===== src/rtl/mem_wb_pkg.sv =====
// Shared definitions for the MEM->WB pipeline stage: control-bit positions and
// the default-width payload record.
package mem_wb_pkg;

    localparam int unsigned CTRL_REGWRITE = 0;
    localparam int unsigned CTRL_MEMTOREG = 1;

    localparam int unsigned MW_LANES_DEF  = 4;
    localparam int unsigned MW_LANE_W_DEF = 8;
    localparam int unsigned MW_ALU_W_DEF  = 32;
    localparam int unsigned MW_DEST_W_DEF = 5;
    localparam int unsigned MW_CTRL_W_DEF = 2;

    typedef struct packed {
        logic [MW_LANES_DEF*MW_LANE_W_DEF-1:0] lanes;
        logic [MW_DEST_W_DEF-1:0]              dest;
        logic [MW_CTRL_W_DEF-1:0]              ctrl;
        logic [MW_ALU_W_DEF-1:0]               alu;
    } mem_wb_payload_t;

endpackage


===== src/rtl/mem_wb_pipe_stage_if.sv =====
// Upstream/downstream handshake, payload and forwarding bundle of the MEM->WB stage.
// slave = the stage itself, master = the surrounding pipeline.
interface mem_wb_pipe_stage_if #(
    parameter int unsigned DATA_LANES = 4,
    parameter int unsigned LANE_W     = 8,
    parameter int unsigned ALU_W      = 32,
    parameter int unsigned DEST_W     = 5,
    parameter int unsigned CTRL_W     = 2
);
    logic                         in_valid;
    logic                         in_ready;
    logic [DATA_LANES*LANE_W-1:0] in_lanes;
    logic [DEST_W-1:0]            in_dest;
    logic [CTRL_W-1:0]            in_ctrl;
    logic [ALU_W-1:0]             in_alu;

    logic                         out_valid;
    logic                         out_ready;
    logic [DATA_LANES*LANE_W-1:0] out_lanes;
    logic [DEST_W-1:0]            out_dest;
    logic [CTRL_W-1:0]            out_ctrl;
    logic [ALU_W-1:0]             out_alu;

    logic                         fwd_valid;
    logic [DEST_W-1:0]            fwd_dest;
    logic [ALU_W-1:0]             fwd_data;

    modport slave (
        input  in_valid, in_lanes, in_dest, in_ctrl, in_alu, out_ready,
        output in_ready, out_valid, out_lanes, out_dest, out_ctrl, out_alu,
        output fwd_valid, fwd_dest, fwd_data
    );

    modport master (
        output in_valid, in_lanes, in_dest, in_ctrl, in_alu, out_ready,
        input  in_ready, out_valid, out_lanes, out_dest, out_ctrl, out_alu,
        input  fwd_valid, fwd_dest, fwd_data
    );
endinterface


===== src/rtl/pipe_skid_buf.sv =====
// Generic 2-entry head/skid buffer with a registered ready. acc_i/pop_i arrive
// already qualified by the parent; flush_i wins over both.
module pipe_skid_buf #(
    parameter type T = logic
) (
    input  logic clk,
    input  logic rst_n,
    input  logic flush_i,
    input  logic acc_i,
    input  logic pop_i,
    input  T     din_i,
    output T     head_o,
    output logic head_valid_o,
    output logic in_ready_o
);
    T     head_q, head_d;
    T     skid_q, skid_d;
    logic head_valid_q, head_valid_d;
    logic skid_valid_q, skid_valid_d;
    logic ready_q, ready_d;

    // acc_i implies ready_q, i.e. skid empty, so the skid slot is always free on accept.
    always_comb begin
        head_d       = head_q;
        skid_d       = skid_q;
        head_valid_d = head_valid_q;
        skid_valid_d = skid_valid_q;
        if (flush_i) begin
            head_valid_d = 1'b0;
            skid_valid_d = 1'b0;
        end else if (pop_i) begin
            if (skid_valid_q) begin
                head_d       = skid_q;
                head_valid_d = 1'b1;
                skid_valid_d = acc_i;
                if (acc_i) skid_d = din_i;
            end else begin
                head_valid_d = acc_i;
                if (acc_i) head_d = din_i;
            end
        end else if (acc_i) begin
            if (!head_valid_q) begin
                head_d       = din_i;
                head_valid_d = 1'b1;
            end else begin
                skid_d       = din_i;
                skid_valid_d = 1'b1;
            end
        end
        ready_d = !skid_valid_d;
    end

    always_ff @(posedge clk or negedge rst_n) begin
        if (!rst_n) begin
            head_q       <= '0;
            skid_q       <= '0;
            head_valid_q <= 1'b0;
            skid_valid_q <= 1'b0;
            ready_q      <= 1'b1;
        end else begin
            head_q       <= head_d;
            skid_q       <= skid_d;
            head_valid_q <= head_valid_d;
            skid_valid_q <= skid_valid_d;
            ready_q      <= ready_d;
        end
    end

    assign head_o       = head_q;
    assign head_valid_o = head_valid_q;
    assign in_ready_o   = ready_q;
endmodule


===== src/rtl/mem_wb_pipe_stage.sv =====
// MEM->WB pipeline stage: hold/flush gating around pipe_skid_buf plus write-back forwarding.
// Define MEM_WB_PIPE_PERF_EN to add saturating stall_cnt/bubble_cnt outputs.
module mem_wb_pipe_stage
    import mem_wb_pkg::*;
#(
    parameter int unsigned DATA_LANES = 4,
    parameter int unsigned LANE_W     = 8,
    parameter int unsigned ALU_W      = 32,
    parameter int unsigned DEST_W     = 5,
    parameter int unsigned CTRL_W     = 2
) (
    input  logic                clk,
    input  logic                rst_n,
    input  logic                hold,
    input  logic                flush,
    mem_wb_pipe_stage_if.slave  bus
`ifdef MEM_WB_PIPE_PERF_EN
    ,
    output logic [31:0]         stall_cnt,
    output logic [31:0]         bubble_cnt
`endif
);
    if (ALU_W != DATA_LANES*LANE_W) begin : g_width_check
        $error("mem_wb_pipe_stage: ALU_W must equal DATA_LANES*LANE_W");
    end

    typedef struct packed {
        logic [DATA_LANES*LANE_W-1:0] lanes;
        logic [DEST_W-1:0]            dest;
        logic [CTRL_W-1:0]            ctrl;
        logic [ALU_W-1:0]             alu;
    } payload_t;

    payload_t din, head;
    logic     head_valid;
    logic     in_ready;
    logic     acc;
    logic     pop;

    assign acc = bus.in_valid & in_ready & ~hold & ~flush;
    assign pop = head_valid & bus.out_ready & ~hold;

    assign din.lanes = bus.in_lanes;
    assign din.dest  = bus.in_dest;
    assign din.ctrl  = bus.in_ctrl;
    assign din.alu   = bus.in_alu;

    pipe_skid_buf #(
        .T (payload_t)
    ) u_skid (
        .clk          (clk),
        .rst_n        (rst_n),
        .flush_i      (flush),
        .acc_i        (acc),
        .pop_i        (pop),
        .din_i        (din),
        .head_o       (head),
        .head_valid_o (head_valid),
        .in_ready_o   (in_ready)
    );

    assign bus.in_ready  = in_ready;
    assign bus.out_valid = head_valid;
    assign bus.out_lanes = head.lanes;
    assign bus.out_dest  = head.dest;
    assign bus.out_ctrl  = head.ctrl;
    assign bus.out_alu   = head.alu;

    // Forwarding reads only the head registers, so no in_* -> fwd_* path exists.
    assign bus.fwd_valid = head_valid & head.ctrl[CTRL_REGWRITE] & (head.dest != '0);
    assign bus.fwd_dest  = head.dest;
    assign bus.fwd_data  = head.ctrl[CTRL_MEMTOREG] ? head.lanes : head.alu;

`ifdef MEM_WB_PIPE_PERF_EN
    logic [31:0] stall_cnt_q, stall_cnt_d;
    logic [31:0] bubble_cnt_q, bubble_cnt_d;

    always_comb begin
        stall_cnt_d  = stall_cnt_q;
        bubble_cnt_d = bubble_cnt_q;
        if (head_valid && !pop && stall_cnt_q != '1) stall_cnt_d = stall_cnt_q + 32'd1;
        if (!head_valid && bubble_cnt_q != '1)      bubble_cnt_d = bubble_cnt_q + 32'd1;
    end

    always_ff @(posedge clk or negedge rst_n) begin
        if (!rst_n) begin
            stall_cnt_q  <= '0;
            bubble_cnt_q <= '0;
        end else begin
            stall_cnt_q  <= stall_cnt_d;
            bubble_cnt_q <= bubble_cnt_d;
        end
    end

    assign stall_cnt  = stall_cnt_q;
    assign bubble_cnt = bubble_cnt_q;
`endif
endmodule


===== src/flat_wrapper.sv =====
// flat-port wrapper written by rule: the top's interface ports become plain ports
module mem_wb_pipe_stage_flat import mem_wb_pkg::*;
#(
    parameter int unsigned DATA_LANES = 4,
    parameter int unsigned LANE_W     = 8,
    parameter int unsigned ALU_W      = 32,
    parameter int unsigned DEST_W     = 5,
    parameter int unsigned CTRL_W     = 2
)
  (clk, rst_n, hold, flush, bus_in_valid, bus_in_lanes, bus_in_dest, bus_in_ctrl, bus_in_alu, bus_out_ready, bus_in_ready, bus_out_valid, bus_out_lanes, bus_out_dest, bus_out_ctrl, bus_out_alu, bus_fwd_valid, bus_fwd_dest, bus_fwd_data);
  mem_wb_pipe_stage_if #(.DATA_LANES(DATA_LANES), .LANE_W(LANE_W), .ALU_W(ALU_W), .DEST_W(DEST_W), .CTRL_W(CTRL_W)) bus_i ();
  input  logic clk;
  input  logic rst_n;
  input  logic hold;
  input  logic flush;
  input wire logic [$bits(bus_i.in_valid)-1:0] bus_in_valid;
  input wire logic [$bits(bus_i.in_lanes)-1:0] bus_in_lanes;
  input wire logic [$bits(bus_i.in_dest)-1:0] bus_in_dest;
  input wire logic [$bits(bus_i.in_ctrl)-1:0] bus_in_ctrl;
  input wire logic [$bits(bus_i.in_alu)-1:0] bus_in_alu;
  input wire logic [$bits(bus_i.out_ready)-1:0] bus_out_ready;
  output wire logic [$bits(bus_i.in_ready)-1:0] bus_in_ready;
  output wire logic [$bits(bus_i.out_valid)-1:0] bus_out_valid;
  output wire logic [$bits(bus_i.out_lanes)-1:0] bus_out_lanes;
  output wire logic [$bits(bus_i.out_dest)-1:0] bus_out_dest;
  output wire logic [$bits(bus_i.out_ctrl)-1:0] bus_out_ctrl;
  output wire logic [$bits(bus_i.out_alu)-1:0] bus_out_alu;
  output wire logic [$bits(bus_i.fwd_valid)-1:0] bus_fwd_valid;
  output wire logic [$bits(bus_i.fwd_dest)-1:0] bus_fwd_dest;
  output wire logic [$bits(bus_i.fwd_data)-1:0] bus_fwd_data;
  assign bus_i.in_valid = bus_in_valid;
  assign bus_i.in_lanes = bus_in_lanes;
  assign bus_i.in_dest = bus_in_dest;
  assign bus_i.in_ctrl = bus_in_ctrl;
  assign bus_i.in_alu = bus_in_alu;
  assign bus_i.out_ready = bus_out_ready;
  assign bus_in_ready = bus_i.in_ready;
  assign bus_out_valid = bus_i.out_valid;
  assign bus_out_lanes = bus_i.out_lanes;
  assign bus_out_dest = bus_i.out_dest;
  assign bus_out_ctrl = bus_i.out_ctrl;
  assign bus_out_alu = bus_i.out_alu;
  assign bus_fwd_valid = bus_i.fwd_valid;
  assign bus_fwd_dest = bus_i.fwd_dest;
  assign bus_fwd_data = bus_i.fwd_data;
  mem_wb_pipe_stage #(.DATA_LANES(DATA_LANES), .LANE_W(LANE_W), .ALU_W(ALU_W), .DEST_W(DEST_W), .CTRL_W(CTRL_W)) u_core (.clk(clk), .rst_n(rst_n), .hold(hold), .flush(flush), .bus(bus_i));
endmodule

===== config.mk =====
export PLATFORM = sky130hd
export DESIGN_NAME = mem_wb_pipe_stage_flat
export DESIGN_NICKNAME = d
export VERILOG_FILES = /design/src/rtl/mem_wb_pkg.sv /design/src/rtl/mem_wb_pipe_stage_if.sv /design/src/rtl/pipe_skid_buf.sv /design/src/rtl/mem_wb_pipe_stage.sv /design/src/flat_wrapper.sv
export SDC_FILE = /design/constraint.sdc
export NUM_CORES = 1
export LEC_CHECK = 0
export CAP_MARGIN = 5
export CORE_UTILIZATION = 40
export DETAILED_ROUTE_END_ITERATION = 8
export PLACE_DENSITY = 0.69
export REMOVE_ABC_BUFFERS = 1
export SYNTH_ARGS = -nofsm -noshare
export SYNTH_HDL_FRONTEND = slang
export SYNTH_SLANG_ARGS = --single-unit
export TNS_END_PERCENT = 30

===== constraint.sdc =====
create_clock -name clk -period 2.5 [get_ports clk]
set_input_delay 0.375 -clock clk [delete_from_list [all_inputs] [get_ports clk]]
set_output_delay 0.375 -clock clk [all_outputs]
set_load 0.02 [all_outputs]

==> results of run 1 <==
==> per-layer routing <==
layer	up-vias	track usage	wire, microns
met3	15	0.0473	736
met4	0	0.0607	188
met2	117	0.292	7190
met1	2157	0.223	6550
met5	-	0	0
li1	1964	-	-
==> logic make-up after synthesis <==
family / synth area share
and+or+nand+nor: 0.0133
buffers and inverters: 0.0340
AOI/OAI and AO/OA: 0.00997
DFF: 0.536
muxes: 0.407
==> worst max-delay path: stages (launching register included) <==
cell and delay [ps]:
sky130_fd_sc_hd__dfrtp_1 410, sky130_fd_sc_hd__or3_1 380, sky130_fd_sc_hd__o311a_1 310, sky130_fd_sc_hd__clkdlybuf4s50_1 540
==> stage by stage <==
stage / std cells / power (mW) / hold slack [ps]
floorplan: 408 / 5.05 / 79.4
global placement: 825 / 6.59 / 464
detailed placement: 825 / 6.69 / 481
CTS: 856 / 9.11 / 38.0
global route: 856 / 9.43 / 70.5
finish: 856 / 8.98 / 18.0
==> state kept, by name, indices dropped and copies added, names as in the netlist <==
register	flops
u_core.u_skid.head_valid_o	1
u_core.u_skid.skid_valid_q	1
u_core.u_skid.head_o	71
u_core.u_skid.skid_q	71
u_core.u_skid.in_ready_o	1
==> placed cells by master (no fill, tap or decap) <==
cell and instances:
sky130_fd_sc_hd__o311a_1 1, sky130_fd_sc_hd__dfrtp_2 1, sky130_fd_sc_hd__and3b_1 1, sky130_fd_sc_hd__buf_6 1, sky130_fd_sc_hd__nor3b_1 1, sky130_fd_sc_hd__nor3_4 1, sky130_fd_sc_hd__a221oi_4 1, sky130_fd_sc_hd__clkinv_2 7
sky130_fd_sc_hd__inv_1 1, sky130_fd_sc_hd__dfstp_2 1, sky130_fd_sc_hd__mux2_2 219, sky130_fd_sc_hd__bufinv_16 1, sky130_fd_sc_hd__or3_1 1, sky130_fd_sc_hd__buf_4 1, sky130_fd_sc_hd__nand4b_4 1, sky130_fd_sc_hd__clkbuf_16 17
sky130_fd_sc_hd__nand2b_1 3, sky130_fd_sc_hd__o22a_1 1, sky130_fd_sc_hd__nand3b_4 1, sky130_fd_sc_hd__clkdlybuf4s50_1 186, sky130_fd_sc_hd__clkbuf_8 3, sky130_fd_sc_hd__clkinvlp_4 2, sky130_fd_sc_hd__nand2_1 1, sky130_fd_sc_hd__clkinv_4 1
sky130_fd_sc_hd__a21oi_1 1, sky130_fd_sc_hd__o21ai_0 1, sky130_fd_sc_hd__o22ai_1 2, sky130_fd_sc_hd__buf_12 9, sky130_fd_sc_hd__mux2_1 26, sky130_fd_sc_hd__dfrtp_1 143
==> worst max path at each step <==
stage | start | endpoint | slack, ps
4_1_cts | u_core.u_skid.head_o[35]$_DFFE_PN0P_ | bus_fwd_valid | 50
3_3_place_gp | hold | u_core.u_skid.head_o[56]$_DFFE_PN0P_ | 230
3_5_place_dp | hold | u_core.u_skid.head_o[16]$_DFFE_PN0P_ | 200
2_1_floorplan | u_core.u_skid.in_ready_o$_DFF_PN1_ | u_core.u_skid.skid_q[0]$_DFFE_PN0P_ | -1590
5_1_grt | u_core.u_skid.head_o[35]$_DFFE_PN0P_ | bus_fwd_valid | 10
6_report | u_core.u_skid.head_o[35]$_DFFE_PN0P_ | bus_fwd_valid | 80
==> where the power goes <==
group	total [mW]	internal (mW)	switching, mW	leakage [nW]
clock	2.36	1.43	0.933	0.277
combinational	3.20	1.81	1.39	1.90
sequential	3.42	3.00	0.425	1.78
total	8.98	6.23	2.75	3.96
==> final cells by class <==
class / instances / area, sq um
inverter: 1 / 3.75
clock inverter: 11 / 88.8
sequential: 145 / 3630
fill: 1351 / 7130
clock buffer: 20 / 467
multi-input combinational: 262 / 2930
tap: 220 / 275
timing repair buffer: 197 / 2060
==> flow_metrics.tcl, run 1 <==
set metrics [dict create \
    run_status "finished clean" \
    timing.final.crit_share 0.969 \
    gpl.final_weighted_congestion 0.723 \
    critPathCaptureType "output pin" \
    post_cts_resized 0 \
    synth.cell_area_sq_um 6780 \
    power_density_nw_per_um2 950 \
    cts_hold_buf 0 \
    grt.overflow.total 0 \
    post-cts-setup-buffers 0 \
    avgViaCountPerCell 4.97 \
    std_cell_rows 47 \
    routed_wire_length_per_instance_microns 17.1 \
    synth-seq-area-share 0.536 \
    total_leakage_power_nw 3.96 \
    synth-main-ff-cell "sky130_fd_sc_hd__dfrtp_1" \
    timing_max_transition_violations_final 0 \
    final_net_count 701 \
    post_synth_edffs 0 \
    vdd_ir_drop_max_mv 0.597 \
    criticalPathCategory "flop to output pin" \
    portBuffers 187 \
    htree_num_levels 4 \
    clock_sink_count 145 \
    pin_count_of_the_biggest_net_entering_global_routing 78 \
    yosys_warnings 0 \
    initial_core_utilization 0.409 \
    report.final.hold_viol_count 0 \
    floorplan.die.width_microns 132 \
    groute.usage.overall 0.177 \
    regToRegEndpoint "u_core.u_skid.head_o[16]$_DFFE_PN0P_" \
    synth.ff_latch_count 145 \
    netlist_top_cells_count "sky130_fd_sc_hd__mux2_2, sky130_fd_sc_hd__dfrtp_1, sky130_fd_sc_hd__mux2_1, sky130_fd_sc_hd__buf_4" \
    total_wire_length_microns 14700 \
    pin_count 188 \
    ys_async_sr_fraction 1.00 \
    relSlewSlack 0.513 \
    yosys.cell_count.top_type "sky130_fd_sc_hd__mux2_2" \
    postLayoutCellArea_sq_um 9460 \
    grt_first_pass_wirelength_microns 24100 \
    clock_tree.buffer_depth 2 \
    post_route_cells_drive_above_1_share 0.420 \
    cts_root_buffer "sky130_fd_sc_hd__clkbuf_16" \
    initial_antenna_violation_count 0 \
    total_vias_in_the_final_route 4253 \
    count_of_mapped_cells_out_of_synthesis 439 \
    highest_clock_rate_ghz 0.413 \
    tns_ps 0 \
    setup_viol_count_final 0 \
    rr_worst_depth 4 \
    tritoncts "built" \
    diodes 0 \
    insertion_delay_ps 410 \
    cp.required_ps 2120 \
    start_kind "flop" \
    worst_case_clock_skew_ps 7.08 \
    syn-mean-instance-area_sq_um 15.4 \
    finalWorstPathRequiredPeriod_ps 2420 \
    rsz0062_at_grt "false" \
    dr.pass1.iters 4 \
    synth_largest_type_area_fraction 0.532 \
    holdCritPathClass "primary input to asynchronous set/reset pin" \
    max_cap_viol_count 0 \
    area.growth.synth_to_final_pct 39.6 \
    number_of_different_library_cells_in_the_post_synthesis_netlist 23 \
    measured_slew_at_the_worst_slew_check_pin_ps 731 \
    final_antenna_net_count 0 \
    maximum_fanout_along_the_worst_path 4 \
    netlist.top_cell.by_area "sky130_fd_sc_hd__dfrtp_1" \
    final_worst_slack_ps 77.8 \
    detailedPlacementHpwl_microns 9750 \
    cp_data_arrival_time_ps 2050 \
    via_count_of_the_first_global_routing_pass 4564 \
    postLayoutCoreUtil 0.570 \
    chipHeight_microns 132 \
    r2r-start "u_core.u_skid.head_valid_o$_DFFE_PN0P_" \
    rrSetupSlack_ps 650 \
    die_area_sq_um 17500 \
    cts_inserted_buffers 17 \
    detailedRoute.firstIterationViolations 105 \
    dp_worst_setup_slack_ps 205 \
    route.detailed.drc 0 \
    core_region_area_sq_um 16600 \
    yosys-top-cells-area "sky130_fd_sc_hd__dfrtp_1, sky130_fd_sc_hd__mux2_2, sky130_fd_sc_hd__mux2_1" \
    path_clk_slew_ps 60 \
    placedInstanceArea_sq_um 8900 \
]
Power figures use the tool's default switching activity.
==> run 2, diff against run 1 <==
--- a/config.mk
+++ b/config.mk
@@ -7,6 +7,7 @@
 export LEC_CHECK = 0
 export CAP_MARGIN = 5
 export CORE_UTILIZATION = 40
+export CTS_CLUSTER_DIAMETER = 30
 export DETAILED_ROUTE_END_ITERATION = 8
 export PLACE_DENSITY = 0.69
 export REMOVE_ABC_BUFFERS = 1
==> results of run 2 <==
Same layout as run 1: the final DEF is identical, and so are final timing and power.
